## config.mk

```make
export PLATFORM = sky130hd
export DESIGN_NAME = reg_share_arbiter
export DESIGN_NICKNAME = d
export VERILOG_FILES = /design/src/rtl/reg_share_arbiter.sv
export SDC_FILE = /design/constraint.sdc
export NUM_CORES = 1
export LEC_CHECK = 0
export ABC_AREA = 1
export BUFFER_PORTS_ARGS = -buffer_cell sky130_fd_sc_hd__buf_4
export CAP_MARGIN = 25
export CELL_PAD_IN_SITES_DETAIL_PLACEMENT = 1
export CELL_PAD_IN_SITES_GLOBAL_PLACEMENT = 1
export CORE_ASPECT_RATIO = 1.2
export CORE_MARGIN = 2
export CORE_UTILIZATION = 34
export DETAILED_ROUTE_END_ITERATION = 10
export GPL_TIMING_DRIVEN = 0
export PLACE_DENSITY = 0.95
export SLEW_MARGIN = 20
export SYNTH_ARGS = -nofsm -noshare
export SYNTH_HDL_FRONTEND = slang
export SYNTH_SLANG_ARGS = --single-unit
```

## constraint.sdc

```tcl
create_clock -name CLK -period 4.6 [get_ports CLK]
set_clock_uncertainty 0.1 [all_clocks]
set_input_delay 0.23 -clock CLK [delete_from_list [all_inputs] [get_ports CLK]]
set_output_delay 0.23 -clock CLK [all_outputs]
set_load 0.005 [all_outputs]
```

## src/rtl/reg_share_arbiter.sv

```systemverilog
// -----------------------------------------------------------------------------
// reg_share_arbiter
//
// Four requesters share a single N-bit register. A round-robin arbiter picks
// one requester in IDLE. The winner holds GNT for a GRANT cycle, in which its
// data slice is written. It then holds GNT for an ACK cycle, in which it
// receives a one-cycle ACK pulse.
//
// Ports
//   CLK    in   1    clock, rising edge
//   CLR    in   1    synchronous active-high reset, overrides every other input
//   REQ    in   4    write request per requester
//   D      in   4*N  packed write data, requester i at [i*N +: N]
//   LOCK   in   4    hold-ownership request (only with REG_SHARE_LOCK_EN)
//   GNT    out  4    one-hot grant, zero in IDLE
//   ACK    out  4    one-cycle write-complete pulse to the granted requester
//   Q      out  N    shared register contents
//   OWNER  out  2    index of the last requester acknowledged
//   BUSY   out  1    high whenever the FSM is not in IDLE
//
// Configuration macro
//   REG_SHARE_LOCK_EN  When this macro is defined, an ACK cycle with LOCK[sel]
//                      set returns straight to GRANT for the same requester.
//                      When it is undefined, LOCK is ignored.
// -----------------------------------------------------------------------------
module reg_share_arbiter #(
    parameter int N = 8
) (
    input  logic           CLK,
    input  logic           CLR,
    input  logic [3:0]     REQ,
    input  logic [4*N-1:0] D,
    input  logic [3:0]     LOCK,
    output logic [3:0]     GNT,
    output logic [3:0]     ACK,
    output logic [N-1:0]   Q,
    output logic [1:0]     OWNER,
    output logic           BUSY
);

    typedef enum logic [1:0] {
        S_IDLE  = 2'd0,
        S_GRANT = 2'd1,
        S_ACK   = 2'd2
    } state_t;

    state_t       state_q, state_d;
    logic [1:0]   sel_q,   sel_d;
    logic [1:0]   ptr_q,   ptr_d;
    logic [1:0]   owner_q, owner_d;
    logic [N-1:0] q_q,     q_d;
    logic [3:0]   gnt_q,   gnt_d;
    logic [3:0]   ack_q,   ack_d;
    logic         busy_q,  busy_d;

    // Round-robin pick. The search starts at ptr+1 and wraps. The ptr slot is
    // visited last.
    function automatic logic [1:0] rr_pick(input logic [3:0] req, input logic [1:0] ptr);
        logic [1:0] idx;
        logic [1:0] pick;
        logic       found;
        pick  = ptr;
        found = 1'b0;
        for (int k = 1; k <= 4; k++) begin
            idx = ptr + k[1:0];
            if (!found && req[idx]) begin
                pick  = idx;
                found = 1'b1;
            end else begin
                found = found;
            end
        end
        return pick;
    endfunction

    // One-hot decode of a requester index.
    function automatic logic [3:0] onehot(input logic [1:0] idx);
        return 4'b0001 << idx;
    endfunction

`ifndef REG_SHARE_LOCK_EN
    // LOCK has no effect in this build. It is folded into a sink net so it
    // stays connected.
    logic unused_lock_s;
    assign unused_lock_s = ^LOCK;
`endif

    // Next-state, datapath and output decode.
    always_comb begin
        state_d = state_q;
        sel_d   = sel_q;
        ptr_d   = ptr_q;
        owner_d = owner_q;
        q_d     = q_q;
        case (state_q)
            S_IDLE: begin
                if (REQ != 4'b0000) begin
                    sel_d   = rr_pick(REQ, ptr_q);
                    state_d = S_GRANT;
                end else begin
                    state_d = S_IDLE;
                end
            end
            S_GRANT: begin
                // A withdrawn request abandons the write. Q and ptr are left
                // untouched.
                if (REQ[sel_q]) begin
                    q_d     = D[int'(sel_q)*N +: N];
                    state_d = S_ACK;
                end else begin
                    state_d = S_IDLE;
                end
            end
            S_ACK: begin
                ptr_d   = sel_q;
                owner_d = sel_q;
`ifdef REG_SHARE_LOCK_EN
                // A locked owner skips arbitration and keeps sel.
                if (LOCK[sel_q]) begin
                    state_d = S_GRANT;
                end else begin
                    state_d = S_IDLE;
                end
`else
                state_d = S_IDLE;
`endif
            end
            default: begin
                state_d = S_IDLE;
            end
        endcase

        // The outputs are computed from next state so that the registered
        // copies line up with the state they describe.
        if (state_d != S_IDLE) begin
            gnt_d = onehot(sel_d);
        end else begin
            gnt_d = 4'b0000;
        end
        if (state_d == S_ACK) begin
            ack_d = onehot(sel_d);
        end else begin
            ack_d = 4'b0000;
        end
        busy_d = (state_d != S_IDLE);
    end

    // State and output registers. Requester 0 gets first priority after CLR.
    always_ff @(posedge CLK) begin
        if (CLR) begin
            state_q <= S_IDLE;
            sel_q   <= 2'd0;
            ptr_q   <= 2'd3;
            owner_q <= 2'd0;
            q_q     <= '0;
            gnt_q   <= 4'b0000;
            ack_q   <= 4'b0000;
            busy_q  <= 1'b0;
        end else begin
            state_q <= state_d;
            sel_q   <= sel_d;
            ptr_q   <= ptr_d;
            owner_q <= owner_d;
            q_q     <= q_d;
            gnt_q   <= gnt_d;
            ack_q   <= ack_d;
            busy_q  <= busy_d;
        end
    end

    assign GNT   = gnt_q;
    assign ACK   = ack_q;
    assign Q     = q_q;
    assign OWNER = owner_q;
    assign BUSY  = busy_q;

endmodule
```

==> results of run 1 <==
## state kept, by name, indices dropped and copies added (netlist names)
register,flops
Q,8
ptr_q,2
BUSY,1
sel_q,2
ACK,4
state_q,2
OWNER,2
GNT,4
## power groups by stage
stage          logic, mW  clock network (mW)  registers (mW)
2_1_floorplan      0.146                   0           0.258
3_3_place_gp       0.234                   0           0.257
3_5_place_dp       0.245                   0           0.258
4_1_cts            0.246               0.135           0.253
5_1_grt            0.271               0.142           0.256
6_report           0.243               0.136           0.253
## cells in the mapped netlist, types with 2 or more instances
cell | number | area, um2
o22ai_1 | 9 | 56.3
nor2_2 | 2 | 12.5
a21oi_1 | 11 | 55.1
buf_2 | 2 | 10.0
nand2_1 | 30 | 113
o211ai_1 | 2 | 15.0
nand3_1 | 6 | 30.0
dfxtp_1 | 25 | 500
inv_2 | 4 | 15.0
o21ai_0 | 23 | 115
nor2_1 | 30 | 113
o21ai_1 | 5 | 25.0
inv_1 | 17 | 63.8
clkbuf_1 | 2 | 7.51
nand2_2 | 8 | 50.1
nand3_2 | 6 | 60.1
nand2_4 | 5 | 56.3
nor3_2 | 2 | 20.0
## worst paths after layout
| kind | start | end | depth (start not counted) |
|---|---|---|---|
| worst min-delay path | CLR | OWNER[0] | 2 |
| worst max register to register | sel_q[0] | Q[4] | 6 |
| worst min register to register | Q[1] | Q[1] | 2 |
| worst max-delay path | sel_q[0] | Q[4] | 6 |
## cells by family (layout without fill, tap and decap cells)
| family | Yosys count | count (layout) |
|---|---|---|
| AOI/OAI and AO/OA | 50 | 50 |
| buffers and inverters | 28 | 88 |
| DFF | 25 | 25 |
| and+or+nand+nor | 90 | 90 |
## per-stage QoR
stage | power, mW | setup slack (ps) | util, % | hold WS (ps) | cells
finish | 0.633 | 2900 | 48.7 | 65.0 | 307
global route | 0.669 | 2740 | 48.7 | 80.4 | 307
CTS | 0.635 | 2870 | 48.7 | 66.4 | 307
detailed placement | 0.503 | 2890 | 47.5 | 344 | 303
global placement | 0.491 | 2990 | 47.5 | 332 | 303
floorplan | 0.404 | 3150 | - | 199 | 193
## layout make-up
cell class              instances  area share, %
plain buffers                   6           1.92
clock buffers                   3           2.18
clock inverters                 1          0.397
inverters                      22           4.77
multi-input cells             140           38.5
flip-flops and latches         25           26.5
well taps                      54           3.57
repair buffers                 56           22.2
## critical path: stages (launching register included)
cell and delay (ps):
dfxtp_1 330, inv_2 140, clkbuf_1 390, nor2_1 80
o22ai_1 280, o21ai_0 160, a21oi_1 160
## routing by layer
layer / routed length, um / vias to the layer above / global-route usage [%]
li1: - / 750 / -
met4: 75 / 0 / 7.33
met3: 157 / 6 / 3.19
met5: 0 / - / 0
met1: 1550 / 694 / 21.7
met2: 2370 / 39 / 38.1
==> out/qor.txt, run 1 <==
ANT nets after route - 0
worst vdd ir - 194 uV
Sw Share - 36.4%
Post-Synth XOR/XNOR Area - 0%
Comb pwr share - 38.4%
Port Buf Inserts - 56
diode count - 0
Yosys reg bits - 25
Hold Path Class - in2reg
register area share after synthesis - 37.0%
die width - 61.6 um
fmax - 588 MHz
Crit Path Max Fanout - 10
area of placed instances - 1840 um2
final-report hold violation count - 0
CTS Buf Count - 3
# DRC - 0
DR pass1 iterations - 4
Avg Inst Size Synth - 7.01 um2
post_cts resized - 0
leakage - 0.886 nW
largest family of logic cells by synthesized area - simple AND/OR/NAND/NOR gates
most frequent cells in the layout - buf_4, nand2_1, nor2_1
Distinct cells, synth - 22
mux share of post-synthesis cell area - 0%
Net Sw Power - 0.230 mW
synthesized instance count - 193
post-synthesis adder-cell area fraction - 0%
Max clock buf depth - 2
Clk Latency, worst-skew pair - 280 ps
Core Region - 3880 um2
fin area - 1890 um2
initial antenna violation count - 0
vias per cell - 4.85
Final Critical Period - 1700 ps
H-tree levels - 1
Final Setup Violations - 0
hold-fix buffers at CTS - 0
largest net degree at the start of global routing - 16
number of global-route vias before repair - 1503
first-pass GRT wire length - 6810 um
compound-gate portion of the synthesized area - 19.7%
most common cell after layout, fill and taps aside - buf_4
share of cells above drive strength 1 - 36.4%
period utilization - 36.9%
total gr overflow - 0
Synth Flop Type - dfxtp_1
CP Class - reg2reg
asr flop ratio synth - 0%
Max-slew headroom - 70.0%
crit start category - flip-flop
WL final - 4150 um
TritonCTS clock tree - yes
1st-iter DRT viols - 11
unrepaired setup endpoints after global routing - false
Int Pwr - 0.402 mW
Simple-Gate Fraction of Synth Area - 34.0%
Power Density - 335 nW/um2
FP Rows - 25
flop-to-flop setup slack - 2900 ps
Total GRT Usage - 20.3%
max-cap check violation count - 0
CP Data Arrival Time - 1800 ps
CTS Root Cell - clkbuf_8
status - completed
total negative slack - 0 ps
DIE HEIGHT - 73.1 um
HPWL Detailed - 3350 um
Area Overhead vs Synth - 39.6%
vias - 1489
routed len/inst - 13.5 um
Starting Density - 34.9%
I/O pins - 61
DIE AREA - 4500 um2
Cell Area, Synth - 1350 um2
footprint of the multi-input gates - 727 um2
slew at the pin with the worst max-slew slack - 450 ps
Critical Path Sink Type - flip-flop
Post-CTS Setup Bufs - 0
Flop pwr share - 40.0%
share of power burned in the clock network - 21.6%
# nets final - 296
CTS sink count - 25
EDFF count, synth - 0
fillers - 535
CP Data Required Time - 4700 ps
Worst-path clk slew - 90 ps
Slew Limit Fails - 0
synthesis warning total - 0
Placer Congestion - 0.796
Reg area - 500 um2
Post-Syn Nets - 235
(Power assumes the default switching activity.)
==> run 2: changes to the inputs <==
CORE_UTILIZATION = 28   (was 34)
PLACE_DENSITY = 0.86   (was 0.95)
clock period = 1.4 ns   (was 4.6 ns; I/O delays follow)
==> run 2 against run 1 <==
Effect of this change: the flow now finishes with violations (setup timing); fmax rose by 8.3%; combinational power rose to 4.1 times the previous value; flip-flop and latch count did not move; cell area rose by 14%; sequential power rose to 3.3 times the previous value; setup slack got worse by 3100 ps; critical endpoint is now GNT[3]; largest cell class unchanged.
==> out/qor.txt, run 2 (synthesis gave the netlist of run 1 again) <==
total negative slack - -1670 ps
vias - 1541
Final Setup Violations - 18
Hold EP - Q[6]
I/O pins - 61
Crit Path Max Fanout - 9
crit start category - flip-flop
worst-path cell chain - buf_8, inv_8, nand2_2, nand2_2, nand2_1, nand2_2, nand3_2, nand2_2, nand3_2, nand2_4, inv_2, nand2_2, nor2_1
share of cells above drive strength 1 - 50.2%
1st-iter DRT viols - 17
Total GRT Usage - 17.1%
vias per cell - 4.80
CP max stage cell - dfxtp_2
Hold Path Class - in2reg
CP Data Required Time - 1470 ps
failing checks - setup timing
Port Buf Inserts - 56
diode count - 0
CTS Root Cell - clkbuf_8
min-delay src - D[6]
slowest stage delay, CP - 330 ps
H-tree levels - 1
DR pass1 iterations - 4
Power Density - 1060 nW/um2
max reg flops - 8
DIE HEIGHT - 80.2 um
Final Critical Period - 1570 ps
period utilization - 112%
critical path's top delay family - simple AND/OR/NAND/NOR gates
unrepaired setup endpoints after global routing - true
# DRC - 0
Critical Path Sink Type - flip-flop
CTS Buf Count - 3
status - finished with violations
WP depth - 13
largest net degree at the start of global routing - 16
HPWL Detailed - 3220 um
fin area - 2150 um2
Max-slew headroom - 70.1%
TritonCTS clock tree - yes
routed len/inst - 13.3 um
WL final - 4270 um
Hold Path Cell Cnt - 5
Max clock buf depth - 2
CP Data Arrival Time - 1640 ps
Core Region - 4630 um2
Final WS setup - -169 ps
fillers - 576
final-report hold violation count - 0
Final Non-Filler Cells - 321
initial antenna violation count - 0
most common cell after layout, fill and taps aside - buf_4
DIE AREA - 5410 um2
die width - 67.5 um
Area Overhead vs Synth - 58.7%
leakage - 0.983 nW
Worst-path clk slew - 90 ps
Worst R2R Start - ptr_q[0]
R2R cell count - 13
WP buf/inv - 3
crit-path most repeated cell - nand2_2
number of global-route vias before repair - 1570
area of placed instances - 1850 um2
# nets final - 306
Critical R2R Capture - GNT[3]
fmax - 637 MHz
Inst Count DP - 307
FP Rows - 27
CP Class - reg2reg
slew at the pin with the worst max-slew slack - 448 ps
Placer Congestion - 0.778
flop-to-flop setup slack - -170 ps
ANT nets after route - 0
max-cap check violation count - 0
worst vdd ir - 640 uV
CTS sink count - 25
Slew Limit Fails - 0
total gr overflow - 0
most frequent cells in the layout - buf_4, nor2_1, nand2_1
first-pass GRT wire length - 7110 um
Clk Latency, worst-skew pair - 270 ps
Starting Density - 29.3%
[run 2: worst max-delay path by stage]
| stage | endpoint | slack, ps | startpoint |
|---|---|---|---|
| 2_1_floorplan | GNT[3] | -50 | ptr_q[0] |
| 3_3_place_gp | Q[2] | -230 | sel_q[0] |
| 3_5_place_dp | Q[2] | -260 | sel_q[0] |
| 4_1_cts | ACK[3] | -170 | ptr_q[0] |
| 5_1_grt | ACK[2] | -260 | ptr_q[0] |
| 6_report | GNT[3] | -170 | ptr_q[0] |
[run 2: through the flow]
step	util [%]	hold WS, ps	total power [mW]	setup slack (ps)
4_1_cts	45.2	177	2.26	-169
2_1_floorplan	-	39.1	1.33	-45.8
5_1_grt	46.4	185	2.43	-264
3_3_place_gp	40.0	199	1.62	-226
6_report	46.4	158	2.27	-169
3_5_place_dp	40.0	201	1.64	-258
[run 2: repair_timing]
action                                  in CTS  in global routing
pin swaps                                   13                  7
hold endpoints to repair                     6                  0
gates cloned                                 1                  0
hold buffers                                 1                  0
buffers inserted                             7                  1
resized for setup                           46                 13
endpoints found under the setup margin      19                 19
[run 2: cell type report]
type | count | area, um2 | area share (%)
plain buffers | 6 | 65.1 | 3.03
clock buffers | 3 | 41.3 | 1.92
clock inverters | 1 | 7.51 | 0.349
inverters | 22 | 92.6 | 4.31
multi-input cells | 140 | 860 | 40.0
flip-flops and latches | 25 | 507 | 23.6
well taps | 58 | 72.6 | 3.38
repair buffers | 66 | 503 | 23.4
[run 2: tightest hold or removal path, stage by stage]
cell	delay (ps)
buf_4	80
nor2_1	40
o22ai_2	130
o21ai_2	80
a21oi_1	100
[run 2: metal layers]
layer | vias to the layer above | GRT usage [%] | part of all wire (%)
li1 | 775 | - | -
met1 | 721 | 18.3 | 37
met2 | 45 | 32.9 | 57
met3 | 0 | 5.46 | 6.0
met4 | 0 | 1.43 | 0
met5 | - | 0 | 0
[run 2: power by group]
part	leakage [nW]	internal, mW	switching [mW]
clock	0.0217	0.202	0.239
sequential	0.204	0.792	0.0482
combinational	0.757	0.445	0.549
==> run 3: changes to the inputs <==
CELL_PAD_IN_SITES_DETAIL_PLACEMENT = 0   (was 1)
==> run 3 against run 2 <==
Effect of this change: the run still ends with setup timing left; hold slack better by 15 ps; cell count is 0.93% lower; critical path depth is 3 lower; largest power group unchanged.
==> out/qor.txt, run 3 (synthesis gave the netlist of run 1 again) <==
HPWL Detailed - 2930 um
Int Pwr - 1.40 mW
first-pass GRT wire length - 6320 um
Net Sw Power - 0.801 mW
Pwr Total - 2.20 mW
diode count - 0
Core Region - 4630 um2
unrepaired setup endpoints after global routing - true
Critical Path Sink Type - flip-flop
DIE AREA - 5410 um2
Crit Path Max Fanout - 8
# nets final - 303
failing checks - setup timing
vias - 1534
max-cap check violation count - 0
DIE HEIGHT - 80.2 um
CTS sink count - 25
vias per cell - 4.82
total gr overflow - 0
TritonCTS clock tree - yes
CP max stage cell - dfxtp_4
DR pass1 iterations - 4
WL final - 3840 um
worst hold margin - 173 ps
ANT nets after route - 0
critical path's top delay family - simple AND/OR/NAND/NOR gates
crit-path most repeated cell - nand2_4
Final Setup Violations - 18
routed len/inst - 12.1 um
status - finished with violations
total negative slack - -1250 ps
Comb pwr share - 42.0%
met2 WL post-DR - 2030 um
share of cells above drive strength 1 - 48.5%
most common cell after layout, fill and taps aside - buf_4
routed wl met3 - 265 um
initial antenna violation count - 0
# DRC - 0
Slew Limit Fails - 0
Placer Congestion - 0.778
Worst-path clk slew - 90 ps
slew at the pin with the worst max-slew slack - 429 ps
number of global-route vias before repair - 1428
Clk Latency, worst-skew pair - 270 ps
Max-slew headroom - 71.3%
slowest stage delay, CP - 430 ps
CP Data Arrival Time - 1640 ps
Port Buf Inserts - 56
leakage - 0.976 nW
period utilization - 110%
CP Data Required Time - 1500 ps
Final WS setup - -139 ps
1st-iter DRT viols - 19
Flop pwr share - 38.4%
I/O pins - 61
crit start category - flip-flop
die width - 67.5 um
worst vdd ir - 378 uV
share of power burned in the clock network - 19.7%
fmax - 650 MHz
CTS Root Cell - clkbuf_8
largest net degree at the start of global routing - 16
worst-path cell chain - inv_8, nand2_2, nand2_2, nand2_4, nand2_4, o21ai_1, nand3_2, nand3_4, nand2_4, nor3_2
max reg flops - 8
footprint of the multi-input gates - 861 um2
WP buf/inv - 1
FP Rows - 27
final-report hold violation count - 0
highest metal used - met4
Total GRT Usage - 15.3%
Max clock buf depth - 2
CP Class - reg2reg
met1 WL - 1450 um
Reg area - 512 um2
Starting Density - 29.3%
most frequent cells in the layout - buf_4, nor2_1, nand2_1
Final Critical Period - 1540 ps
fillers - 458
Hold Path Class - in2reg
H-tree levels - 1
CTS Buf Count - 3
Power Density - 1040 nW/um2
Sw Share - 36.3%
Area Overhead vs Synth - 56.3%
run 3: cell types whose count changed in the layout (fill, tap and decap cells not counted), sizes merged:
cell	before	now
buf	70	66
clkbuf	4	5
run 3: final cells by class:
cell class                 count  share of cell area (%)
clock buffer                   3                    1.95
inverter                      22                    4.49
tap                           58                    3.43
sequential                    25                    24.2
buffer                         5                    2.01
timing repair buffer          64                    22.9
multi-input combinational    140                    40.7
clock inverter                 1                   0.355
run 3: worst paths after layout:
check           start      to  slack, ps  cells past startpoint
min              D[6]    Q[6]        170                      5
min reg2reg      Q[7]    Q[7]        350                      2
max reg2reg  ptr_q[0]  GNT[1]       -140                     10
max          ptr_q[0]  GNT[1]       -140                     10
run 3: metrics by stage:
step | instance area (um2) | instances | worst slack [ps] | util [%]
after detailed placement | 1850 | 307 | -237 | 40.0
after floorplan | 1360 | 193 | -45.8 | -
after CTS | 2050 | 316 | -145 | 44.2
final | 2120 | 318 | -139 | 45.7
after global routing | 2120 | 318 | -214 | 45.7
after global placement | 1850 | 307 | -226 | 40.0
run 3: power groups by stage:
stage | Combinational, mW | Sequential [mW] | Clock (mW)
after global routing | 1.02 | 0.857 | 0.476
after CTS | 0.891 | 0.844 | 0.447
after detailed placement | 0.787 | 0.847 | 0
after global placement | 0.774 | 0.845 | 0
after floorplan | 0.480 | 0.849 | 0
final | 0.925 | 0.845 | 0.433
run 3: what timing repair did:
| action | CTS | global route |
|---|---|---|
| hold buffers | 1 | 0 |
| endpoints found under the setup margin | 19 | 19 |
| endpoints found under the hold margin | 6 | 0 |
| gates cloned | 1 | 0 |
| pin swaps | 17 | 13 |
| gates resized for setup | 42 | 14 |
| setup buffers | 4 | 2 |
run 3: tightest hold or removal path, stage by stage:
cell and delay (ps):
buf_4 70, nor2_1 30, o22ai_1 150, o21ai_2 80, a21oi_1 100
run 3: routing by layer:
layer	vias to the layer above	track usage (%)
met5	-	0
li1	766	-
met4	0	5.51
met1	685	17.0
met3	13	3.36
met2	70	27.8
